[src/rtl/snd_cmd_mailbox_pkg.sv]
// Shared constants and types for the main-CPU -> sound-CPU command mailbox.
//   SND_NMI_VECTOR : Z80 NMI entry address, used to detect NMI acknowledge
//   SND_IM0_HI     : fixed upper bits of the IM0 status/vector byte
//   snd_ch_t       : command channel selector
//   ptr_w()        : pointer width for a power-of-2 depth, never below 1 bit
package snd_cmd_mailbox_pkg;
  localparam logic [15:0] SND_NMI_VECTOR = 16'h0066;
  localparam logic [1:0]  SND_IM0_HI     = 2'b11;

  typedef logic [1:0] snd_ch_t;

  function automatic int unsigned ptr_w(input int unsigned depth);
    return (depth > 1) ? $clog2(depth) : 1;
  endfunction
endpackage

[src/rtl/snd_cmd_mailbox_if.sv]
// Bus bundle between the main-CPU decode / Z80 bus and the mailbox.
//   cmd_*          : push strobe, channel and byte from the main-CPU decode
//   z80_*          : Z80 address and control strobes
//   ext_irq_n      : YM2151 interrupt, merged into INT
//   rd_data/rd_sel : byte to mux onto Z80 DI and its select
//   int_n/nmi_n    : Z80 interrupt lines
// slave = mailbox side, master = CPU/bus side.
interface snd_cmd_mailbox_if;
  import snd_cmd_mailbox_pkg::*;

  logic        cmd_wr;
  snd_ch_t     cmd_ch;
  logic [7:0]  cmd_data;
  logic [7:0]  z80_addr;
  logic        z80_iorq_n;
  logic        z80_rd_n;
  logic        z80_wr_n;
  logic        z80_m1_n;
  logic        z80_mreq_n;
  logic [15:0] z80_fetch_a;
  logic        ext_irq_n;
  logic [7:0]  rd_data;
  logic        rd_sel;
  logic        int_n;
  logic        nmi_n;

  modport slave (
    input  cmd_wr, cmd_ch, cmd_data, z80_addr, z80_iorq_n, z80_rd_n, z80_wr_n,
           z80_m1_n, z80_mreq_n, z80_fetch_a, ext_irq_n,
    output rd_data, rd_sel, int_n, nmi_n
  );

  modport master (
    output cmd_wr, cmd_ch, cmd_data, z80_addr, z80_iorq_n, z80_rd_n, z80_wr_n,
           z80_m1_n, z80_mreq_n, z80_fetch_a, ext_irq_n,
    input  rd_data, rd_sel, int_n, nmi_n
  );
endinterface

[src/rtl/snd_cmd_fifo.sv]
// One command channel: DEPTH-entry byte FIFO with flush and sticky overflow.
//   clk_i, rst_i : clock, synchronous active-high reset
//   push_i       : write data_i at tail (full: overwrite newest or drop)
//   pop_i        : advance head (ignored when empty)
//   flush_i      : empty the FIFO and clear overflow; beats a same-cycle push
//   head_o       : current head byte (combinational)
//   empty_o      : FIFO holds no entries
//   ovf_o        : sticky, set by a push that found the FIFO full
module snd_cmd_fifo
  import snd_cmd_mailbox_pkg::*;
#(
  parameter int DEPTH     = 1,
  parameter bit OVERWRITE = 1'b1
) (
  input  logic       clk_i,
  input  logic       rst_i,
  input  logic       push_i,
  input  logic       pop_i,
  input  logic       flush_i,
  input  logic [7:0] data_i,
  output logic [7:0] head_o,
  output logic       empty_o,
  output logic       ovf_o
);
  localparam int PW = ptr_w(DEPTH);
  localparam int CW = $clog2(DEPTH) + 1;
  localparam logic [CW-1:0] FULL_CNT = CW'(DEPTH);

  logic [7:0]    mem_q [DEPTH];
  logic [PW-1:0] wr_ptr_q, rd_ptr_q;
  logic [CW-1:0] count_q;
  logic          ovf_q;

  logic          full, do_pop, push_acc, wr_en;
  logic [PW-1:0] wr_addr;

  // Pointers wrap modulo DEPTH; a single-entry FIFO keeps them at 0.
  function automatic logic [PW-1:0] inc(input logic [PW-1:0] p);
    return (DEPTH == 1) ? '0 : p + 1'b1;
  endfunction
  function automatic logic [PW-1:0] dec(input logic [PW-1:0] p);
    return (DEPTH == 1) ? '0 : p - 1'b1;
  endfunction

  assign empty_o = (count_q == '0);
  assign full    = (count_q == FULL_CNT);
  assign do_pop  = pop_i & ~empty_o;
  // A pop in the same cycle frees the slot, so a push to a full FIFO still fits.
  assign push_acc = push_i & (~full | do_pop);

  always_comb begin
    wr_en   = 1'b0;
    wr_addr = wr_ptr_q;
    if (!flush_i && push_i) begin
      if (push_acc) begin
        wr_en = 1'b1;
      end else if (OVERWRITE) begin
        wr_en   = 1'b1;
        wr_addr = dec(wr_ptr_q);  // newest entry sits just behind the tail
      end
    end
  end

  always_ff @(posedge clk_i) begin
    if (wr_en) mem_q[wr_addr] <= data_i;
  end

  always_ff @(posedge clk_i) begin
    if (rst_i || flush_i) begin
      wr_ptr_q <= '0;
      rd_ptr_q <= '0;
      count_q  <= '0;
      ovf_q    <= 1'b0;
    end else begin
      if (push_acc) wr_ptr_q <= inc(wr_ptr_q);
      if (do_pop)   rd_ptr_q <= inc(rd_ptr_q);
      if (push_i && !push_acc) ovf_q <= 1'b1;
      case ({push_acc, do_pop})
        2'b10:   count_q <= count_q + 1'b1;
        2'b01:   count_q <= count_q - 1'b1;
        default: count_q <= count_q;
      endcase
    end
  end

  assign head_o = mem_q[rd_ptr_q];
  assign ovf_o  = ovf_q;
endmodule

[src/rtl/snd_cmd_mailbox.sv]
// Main-CPU -> sound-Z80 command mailbox: NUM_CH FIFO channels with per-channel
// INT/NMI routing, an optional periodic NMI timer and the IM0 status byte.
//   CLK_32M : system clock
//   reset   : synchronous, active-high
//   pause   : freezes Z80-side pops/flushes and the NMI timer
//   bus     : command/Z80 bundle (slave side)
//   ready   : per-channel non-empty flag
//   ovf     : per-channel sticky overflow flag
// Channel c: data port BASE_ADDR+2c (IN pops), ack port BASE_ADDR+2c+1 (OUT flushes).
module snd_cmd_mailbox
  import snd_cmd_mailbox_pkg::*;
#(
  parameter int         NUM_CH     = 2,
  parameter int         DEPTH      = 1,
  parameter bit         OVERWRITE  = 1'b1,
  parameter logic [7:0] BASE_ADDR  = 8'h02,
  parameter logic [3:0] NMI_MASK   = 4'b0010,
  parameter int         NMI_PERIOD = 0
) (
  input  logic              CLK_32M,
  input  logic              reset,
  input  logic              pause,
  snd_cmd_mailbox_if.slave  bus,
  output logic [NUM_CH-1:0] ready,
  output logic [NUM_CH-1:0] ovf
);
  localparam logic [NUM_CH-1:0] NMI_SEL = NMI_MASK[NUM_CH-1:0];

  logic              iorq_prev_q;
  logic              io_go, im0_ack, nmi_pend;
  logic [NUM_CH-1:0] data_hit;
  logic [7:0]        head [NUM_CH];
  logic [7:0]        rd_data_d;
  logic              rd_sel_d;

  // One Z80 I/O access per IORQ_n falling edge; IM0 acknowledge is not an I/O access.
  always_ff @(posedge CLK_32M) begin
    if (reset) iorq_prev_q <= 1'b1;
    else       iorq_prev_q <= bus.z80_iorq_n;
  end

  assign io_go   = iorq_prev_q & ~bus.z80_iorq_n & bus.z80_m1_n & ~pause;
  assign im0_ack = ~bus.z80_m1_n & ~bus.z80_iorq_n;

  for (genvar gi = 0; gi < NUM_CH; gi++) begin : g_ch
    localparam logic [7:0] DATA_ADDR = BASE_ADDR + 8'(2 * gi);
    localparam logic [7:0] ACK_ADDR  = BASE_ADDR + 8'(2 * gi + 1);

    logic empty;

    assign data_hit[gi] = (bus.z80_addr == DATA_ADDR);

    snd_cmd_fifo #(
      .DEPTH     (DEPTH),
      .OVERWRITE (OVERWRITE)
    ) u_fifo (
      .clk_i   (CLK_32M),
      .rst_i   (reset),
      .push_i  (bus.cmd_wr & (bus.cmd_ch == snd_ch_t'(gi))),
      .pop_i   (io_go & ~bus.z80_rd_n & data_hit[gi]),
      .flush_i (io_go & ~bus.z80_wr_n & (bus.z80_addr == ACK_ADDR)),
      .data_i  (bus.cmd_data),
      .head_o  (head[gi]),
      .empty_o (empty),
      .ovf_o   (ovf[gi])
    );

    assign ready[gi] = ~empty;
  end

  // Read data follows the address combinationally; an empty channel reads 0xFF.
  always_comb begin
    rd_data_d = 8'hFF;
    rd_sel_d  = 1'b0;
    if (!reset) begin
      if (im0_ack) begin
        rd_data_d = {SND_IM0_HI, ~ready[0], bus.ext_irq_n, 4'hF};
        rd_sel_d  = 1'b1;
      end else begin
        for (int i = 0; i < NUM_CH; i++) begin
          if (data_hit[i]) begin
            rd_data_d = ready[i] ? head[i] : 8'hFF;
            rd_sel_d  = ~bus.z80_iorq_n & ~bus.z80_rd_n;
          end
        end
      end
    end
  end

  assign bus.rd_data = rd_data_d;
  assign bus.rd_sel  = rd_sel_d;

  if (NMI_PERIOD > 0) begin : g_tmr
    localparam int TW = ptr_w(NMI_PERIOD);

    logic [TW-1:0] tmr_q;
    logic          pend_q;
    logic          nmi_fetch;

    assign nmi_fetch = ~bus.z80_m1_n & ~bus.z80_mreq_n & (bus.z80_fetch_a == SND_NMI_VECTOR);

    // Set is written after clear so a wrap in the acknowledge cycle keeps NMI pending.
    always_ff @(posedge CLK_32M) begin
      if (reset) begin
        tmr_q  <= '0;
        pend_q <= 1'b0;
      end else begin
        if (nmi_fetch) pend_q <= 1'b0;
        if (!pause) begin
          if (tmr_q == TW'(NMI_PERIOD - 1)) begin
            tmr_q  <= '0;
            pend_q <= 1'b1;
          end else begin
            tmr_q <= tmr_q + 1'b1;
          end
        end
      end
    end

    assign nmi_pend = pend_q;
  end else begin : g_no_tmr
    assign nmi_pend = 1'b0;
  end

  assign bus.int_n = ~(|(ready & ~NMI_SEL) | ~bus.ext_irq_n);
  assign bus.nmi_n = ~(|(ready & NMI_SEL) | nmi_pend);
endmodule

[src/flat_wrapper.sv]
// flat-port wrapper written by rule: the top's interface ports become plain ports
module snd_cmd_mailbox_flat import snd_cmd_mailbox_pkg::*;
#(
  parameter int         NUM_CH     = 2,
  parameter int         DEPTH      = 1,
  parameter bit         OVERWRITE  = 1'b1,
  parameter logic [7:0] BASE_ADDR  = 8'h02,
  parameter logic [3:0] NMI_MASK   = 4'b0010,
  parameter int         NMI_PERIOD = 0
)
  (CLK_32M, reset, pause, ready, ovf, bus_cmd_wr, bus_cmd_ch, bus_cmd_data, bus_z80_addr, bus_z80_iorq_n, bus_z80_rd_n, bus_z80_wr_n, bus_z80_m1_n, bus_z80_mreq_n, bus_z80_fetch_a, bus_ext_irq_n, bus_rd_data, bus_rd_sel, bus_int_n, bus_nmi_n);
  snd_cmd_mailbox_if bus_i ();
  input  logic CLK_32M;
  input  logic reset;
  input  logic pause;
  output logic [NUM_CH-1:0] ready;
  output logic [NUM_CH-1:0] ovf;
  input wire logic [$bits(bus_i.cmd_wr)-1:0] bus_cmd_wr;
  input wire logic [$bits(bus_i.cmd_ch)-1:0] bus_cmd_ch;
  input wire logic [$bits(bus_i.cmd_data)-1:0] bus_cmd_data;
  input wire logic [$bits(bus_i.z80_addr)-1:0] bus_z80_addr;
  input wire logic [$bits(bus_i.z80_iorq_n)-1:0] bus_z80_iorq_n;
  input wire logic [$bits(bus_i.z80_rd_n)-1:0] bus_z80_rd_n;
  input wire logic [$bits(bus_i.z80_wr_n)-1:0] bus_z80_wr_n;
  input wire logic [$bits(bus_i.z80_m1_n)-1:0] bus_z80_m1_n;
  input wire logic [$bits(bus_i.z80_mreq_n)-1:0] bus_z80_mreq_n;
  input wire logic [$bits(bus_i.z80_fetch_a)-1:0] bus_z80_fetch_a;
  input wire logic [$bits(bus_i.ext_irq_n)-1:0] bus_ext_irq_n;
  output wire logic [$bits(bus_i.rd_data)-1:0] bus_rd_data;
  output wire logic [$bits(bus_i.rd_sel)-1:0] bus_rd_sel;
  output wire logic [$bits(bus_i.int_n)-1:0] bus_int_n;
  output wire logic [$bits(bus_i.nmi_n)-1:0] bus_nmi_n;
  assign bus_i.cmd_wr = bus_cmd_wr;
  assign bus_i.cmd_ch = bus_cmd_ch;
  assign bus_i.cmd_data = bus_cmd_data;
  assign bus_i.z80_addr = bus_z80_addr;
  assign bus_i.z80_iorq_n = bus_z80_iorq_n;
  assign bus_i.z80_rd_n = bus_z80_rd_n;
  assign bus_i.z80_wr_n = bus_z80_wr_n;
  assign bus_i.z80_m1_n = bus_z80_m1_n;
  assign bus_i.z80_mreq_n = bus_z80_mreq_n;
  assign bus_i.z80_fetch_a = bus_z80_fetch_a;
  assign bus_i.ext_irq_n = bus_ext_irq_n;
  assign bus_rd_data = bus_i.rd_data;
  assign bus_rd_sel = bus_i.rd_sel;
  assign bus_int_n = bus_i.int_n;
  assign bus_nmi_n = bus_i.nmi_n;
  snd_cmd_mailbox #(.NUM_CH(NUM_CH), .DEPTH(DEPTH), .OVERWRITE(OVERWRITE), .BASE_ADDR(BASE_ADDR), .NMI_MASK(NMI_MASK), .NMI_PERIOD(NMI_PERIOD)) u_core (.CLK_32M(CLK_32M), .reset(reset), .pause(pause), .bus(bus_i), .ready(ready), .ovf(ovf));
endmodule
[config.mk]
export PLATFORM = sky130hd
export DESIGN_NAME = snd_cmd_mailbox_flat
export DESIGN_NICKNAME = d
export VERILOG_FILES = /design/src/rtl/snd_cmd_mailbox_pkg.sv /design/src/rtl/snd_cmd_mailbox_if.sv /design/src/rtl/snd_cmd_fifo.sv /design/src/rtl/snd_cmd_mailbox.sv /design/src/flat_wrapper.sv
export SDC_FILE = /design/constraint.sdc
export NUM_CORES = 1
export LEC_CHECK = 0
export ABC_AREA = 1
export BUFFER_PORTS_ARGS = -buffer_cell sky130_fd_sc_hd__buf_2
export CAP_MARGIN = 15
export CORE_AREA = 2 2 66 43
export DETAILED_ROUTE_END_ITERATION = 16
export DIE_AREA = 0 0 68 45
export MAX_ROUTING_LAYER = met4
export PLACE_DENSITY_LB_ADDON = 0.1
export SLEW_MARGIN = 40
export SYNTH_ARGS = -nofsm -noshare
export SYNTH_HDL_FRONTEND = slang
export SYNTH_HIERARCHICAL = 1
export SYNTH_SLANG_ARGS = --single-unit
[constraint.sdc]
create_clock -name CLK_32M -period 2.5 [get_ports CLK_32M]
set_input_delay 0.125 -clock CLK_32M [delete_from_list [all_inputs] [get_ports CLK_32M]]
set_output_delay 0.125 -clock CLK_32M [all_outputs]
set_load 0.005 [all_outputs]
# --- Yosys cells after proc, flatten, opt, wreduce, memory -nomap -nowiden ---
# Memories as Yosys holds them, arrays and structs flattened.
# Index checks and enable logic that the tools add are counted.
word_totals:
  in_bits: 44
  ram_bits: 16
  reg_bits: 5
  out_inout_bits: 15
  wordCells: 80
  mem_count: 2
mem_list:
  columns: ["memory", "depth", "width", "rd", "rd_clocked_by_memory_dff", "write_ports", "line", "text"]
  rows:
  - ["u_core.g_ch[0].u_fifo.mem_q", 1, 8, 1, 0, 1, "snd_cmd_fifo.sv:29", "logic [7:0] mem_q [DEPTH];"]
  - ["u_core.g_ch[1].u_fifo.mem_q", 1, 8, 1, 0, 1, "snd_cmd_fifo.sv:29", null]
classes:
  n_bitwise: 29
  add_sub_neg: 4
  n_mux: 18
  n_eq_ne: 9
  reduce_logical: 13
op_table:
  columns: ["cell", "count"]
  rows:
  - ["8-bit two-way mux", 6]
  - ["1-bit AND", 17]
  - ["8-bit by 2-bit equality test with 1-bit output, second input constant", 2]
  - ["8-bit by 3-bit equality test with 1-bit output, second input constant", 2]
  - ["1-bit two-way mux", 10]
  - ["1-bit inverter", 9]
  - ["2-bit by 1-bit equality test with 1-bit output, second input constant", 3]
  - ["2-bit equality test, second input constant", 2]
  - ["1-bit logical AND", 4]
  - ["1-bit zero test", 4]
  - ["1-bit case mux with 2 select lines", 2]
  - ["2-bit nonzero test", 2]
  - ["1-bit OR", 3]
  - ["1-bit adder, second input constant", 2]
  - ["2-bit zero test", 1]
  - ["1-bit logical OR", 2]
  - ["1-bit subtractor, second input constant", 2]

# --- Logic depth before layout (Yosys ltp) ---
depth:
  ltp_word: 11
  depth_mapped: 10
  mapped_depth_nobuf: 9

# --- By module ---
# The synthesis kept the hierarchy.
by_module_without_submodules:
  columns: ["module", "cells_per_inst", "seq_area_each_um2", "area_per_inst_um2", "n_inst"]
  rows:
  - ["snd_cmd_fifo", 20, 280.3, 327.8, 2]
  - ["snd_cmd_mailbox", 80, 20.0, 437.9, 1]

# --- Worst setup path after synthesis ---
# OpenSTA, ideal clock, no wires.
synth_path:
  path_kind: "input to register"
  start: "input port bus_cmd_wr"
  end: "memory u_core.g_ch[1].u_fifo.mem_q[0][0] (enable)"
  n_path_buf: 0
  path_stages: 4
  setup_ns: 0.370
  setup_slack_ns: 1.270
  t_arrival_ns: 0.860
  t_required_ns: 2.130
  path_cell_list: "inv_1 > nor3b_1 > inv_1 > nor2_1"
synth_between:
  elab_chain_len: 5
synth_rtl:
  columns: ["element", "line", "text"]
  rows:
  - ["start, declared", "flat_wrapper.sv:18", "input wire logic [$bits(bus_i.cmd_wr)-1:0] bus_cmd_wr;"]
  - ["1-bit AND", "snd_cmd_mailbox.sv:59", ".push_i (bus.cmd_wr & (bus.cmd_ch == snd_ch_t'(gi))),"]
  - ["1-bit logical AND", "snd_cmd_fifo.sv:54", "if (!flush_i && push_i) begin"]
  - ["1-bit two-way mux", "snd_cmd_fifo.sv:54", null]
  - ["via u_core.g_ch[1].u_fifo.wr_en", "snd_cmd_fifo.sv:34", "logic full, do_pop, push_acc, wr_en;"]
  - ["1-bit two-way mux", "snd_cmd_fifo.sv:65", "if (wr_en) mem_q[wr_addr] <= data_i;"]
  - ["1-bit two-way mux (not written as such)", "snd_cmd_fifo.sv:65", null]
  - ["end, declared", "snd_cmd_fifo.sv:29", null]
# The timed path passes the listed nets, and every way through them passes these cells.

# --- Worst setup path after layout ---
layout_path:
  start: "register u_core.g_ch[0].u_fifo.count_q"
  end: "output port bus_rd_data[5]"
layout_between:
  elab_cells_between_ends: 6
  cone_classes: "mux: 5; bitwise: 1"
layout_rtl:
  columns: ["element", "line", "text"]
  rows:
  - ["start, declared", "snd_cmd_fifo.sv:31", "logic [CW-1:0] count_q;"]
  - ["start signal, assigned", "snd_cmd_fifo.sv:79", "2'b10: count_q <= count_q + 1'b1;"]
  - ["start signal, assigned", "snd_cmd_fifo.sv:80", "2'b01: count_q <= count_q - 1'b1;"]
  - ["start signal, assigned", "snd_cmd_fifo.sv:81", "default: count_q <= count_q;"]
  - ["1-bit inverter", "snd_cmd_fifo.sv:45", "assign empty_o = (count_q == '0);"]
  - ["via u_core.g_ch[0].empty", "snd_cmd_mailbox.sv:49", "logic empty;"]
  - ["8-bit two-way mux", "snd_cmd_mailbox.sv:76", "if (im0_ack) begin"]
  - ["8-bit two-way mux", "snd_cmd_mailbox.sv:75", "if (!reset) begin"]
  - ["end, declared", "flat_wrapper.sv:29", "output wire logic [$bits(bus_i.rd_data)-1:0] bus_rd_data;"]
# The timed path passes the listed nets, and every way through them passes these cells.

==> impl_metrics.tcl <==
set metrics [dict create \
    dr_wl_met3_microns 170 \
    power_density_nw_per_um2 501.6 \
    maxSlewViolCount 0 \
    first_iter_violations 22 \
    final-seq-area_sq_um 580.6 \
    grt_pass1_wl_mm 3.719 \
    multi_input_area_sq_um 420.4 \
    nets 208 \
    cp-end-kind "output pin" \
    grt_overflow 0 \
    met2_wirelength_mm 1.103 \
    critPathTopFamily "flip-flops" \
    wl_per_cell_microns 12.18 \
    synth-simple-area-share 0.2906 \
    cts_root_buf "clkbuf_8" \
    tightest_slew_ps 753.3 \
    status "finished clean" \
    syn_area_sq_um 1094 \
    tns_ps 0 \
    ys_seq_elements 21 \
    fp.coreArea_sq_um 2417 \
    cts_hold_buffers 0 \
    met1Wirelength_mm 1.092 \
    clk-insertion-delay-late_ps 260 \
    cp_data_arrival_time_ps 1340 \
    slew_headroom 0.4959 \
    die_h_microns 45 \
    synth_area_per_cell_sq_um 9.113 \
    place_area_sq_um 1324 \
    synth_top_family_by_area "simple AND/OR/NAND/NOR gates" \
    highest_layer "met4" \
    clk_pin_slew_ps 70 \
    hp-class "input pin to flip-flop" \
    synth_fa_ha_area_frac 0 \
    portBuffers 41 \
    postRouteAntennaNets 0 \
    wl_mm 2.376 \
    rsz0062_at_grt "false" \
    finalCritPeriodShare 0.5868 \
    power.leakage_uw 0.0005664 \
    cp.required_ps 2380 \
    die_area_sq_um 3060 \
    via_count 929 \
    cts.sinks 21 \
    synth_nets 164 \
    finalSetupViolations 0 \
    synth_compound_area_frac 0.09382 \
    synth_cells 120 \
    vias_per_cell 4.764 \
    cts_setup_buffers 0 \
    crit_buf_inv 2 \
    diodes 0 \
    crit_top_cell "nand3_1" \
    cts_resized 0 \
    firstDrtPassIters 4 \
    cts_tree "done" \
    die_w_microns 68 \
    slowest_delay_ps 360 \
    drive_above_1_share 0.3558 \
    dp_hpwl_mm 1.880 \
    synth.distinct_cells 25 \
    antenna_found_initial 0 \
    pin_count 59 \
    fmax_mhz 681.7 \
    cap_viol_max_count 0 \
    finalClockSkew_ps 2.662 \
    synth_mux_area_frac 0 \
    final-hold-violation-count 0 \
    critPathKind "flip-flop to output pin" \
    gp_congestion 0.7833 \
    num_rows 14 \
    finalInstanceArea_sq_um 1369 \
    grt_max_degree 12 \
    setup.worst_path.start_class "flip-flop" \
    numCtsBuffers 3 \
    area_delta_synth_final_pct 25.17 \
    grt_pass1_vias 819 \
    layout_min_cycle_time_ps 1467 \
    cts_htree_levels 1 \
    seq_area_frac_synth 0.5309 \
    filler_cell_count 224 \
    grt.total_usage 0.1758 \
    yosysWarnings 6 \
    worst_path_max_delay_cell "dfxtp_1" \
    drcViolationCount 0 \
    ir_worst_vdd_mv 0.3409 \
    worstPathMaxFanout 9 \
    initial_utilization 0.4524 \
    clock_path_buffers 2 \
    synthXorXnorAreaFrac 0 \
    path_cells "inv_1, a21oi_1, nand3_1, nand3_1, nand2_1, buf_2" \
]
==> registers in the layout, indices dropped and copies added (netlist names) <==
| signal | cells |
|---|---|
| u_core/g_ch.u_fifo/count_q | 2 |
| u_core/g_ch.u_fifo/mem_q | 16 |
| u_core/g_ch.u_fifo/ovf_o | 2 |
| u_core/iorq_prev_q | 1 |
==> cell usage in the layout, fill, tap and decap left out <==
cell type / count
clkbuf_8: 3
edfxtp_1: 16
inv_4: 1
o21ai_1: 6
nor3b_1: 2
dfxtp_1: 5
o21ai_0: 6
nor2_4: 5
nor2_2: 1
or2_1: 3
inv_1: 18
nand4_1: 1
buf_2: 41
nor3_1: 4
or2_2: 1
a21oi_1: 5
nand2_1: 11
a21oi_2: 2
nand3b_1: 1
nand3_2: 1
clkbuf_1: 1
nand2_4: 1
nand2_2: 1
inv_2: 1
nor2_1: 14
nand3_1: 12
==> cells by family after synthesis <==
logic type / Yosys count
flops: 21
compound gates: 19
simple gates: 58
buf+inv: 22
==> layer usage <==
metal  up-vias  track usage
met1       409       0.2258
li1        490            -
met4         0      0.03600
met3         2      0.05237
met2        28       0.2796
met5         -            -
==> synthesized netlist by cell type (all sizes together) <==
library cell	number	area share
nor3	4	0.018
nor3b	2	0.014
nand3	13	0.064
nand4	1	0.0057
inv	20	0.071
edfxtp	16	0.44
clkbuf	1	0.0034
nand2	13	0.054
nor2	20	0.11
o21ai	12	0.055
nand3b	1	0.0069
a21oi	7	0.039
dfxtp	5	0.092
buf	1	0.010
or2	4	0.023
==> stage by stage <==
step	util	cells	hold slack [ps]	power [uW]	worst slack, ps
after CTS	0.5663	195	48.54	694.0	991.1
after global routing	0.5663	195	42.11	718.7	888.4
after floorplan	-	120	223.9	439.7	1270
final	0.5663	195	52.30	686.6	1033
after global placement	0.5476	191	311.5	477.1	911.5
after detailed placement	0.5476	191	316.1	480.2	884.8
==> area by class of cell <==
type	count	area share
Clock buffer	4	0.03291
Timing Repair Buffer	41	0.1499
Inverter	20	0.05667
Tap cell	32	0.02925
Multi-Input combinational cell	77	0.3071
Sequential cell	21	0.4241
==> path summary, 6_finish.rpt <==
path                                              startpoint                                           to  slack, ps  depth (start not counted)
setup / recovery  u_core/g_ch[0].u_fifo/count_q$_SDFFE_PP0P_                               bus_rd_data[5]       1030                          6
hold reg to reg     u_core/g_ch[1].u_fifo/ovf_o$_SDFFE_PP0P_     u_core/g_ch[1].u_fifo/ovf_o$_SDFFE_PP0P_        460                          2
hold / removal                               bus_cmd_data[2]  u_core/g_ch[0].u_fifo/mem_q[0][2]$_DFFE_PP_         50                          1
setup reg to reg               u_core/iorq_prev_q$_SDFF_PP1_  u_core/g_ch[1].u_fifo/mem_q[0][0]$_DFFE_PP_       1030                          3
==> where the power goes <==
part	internal, uW	switching [uW]	total, uW
combinational	31.4	43.5	74.9
clock	113	102	215
sequential	392	4.55	396
total	537	150	687
No activity file was read; power rests on OpenSTA's default activity.
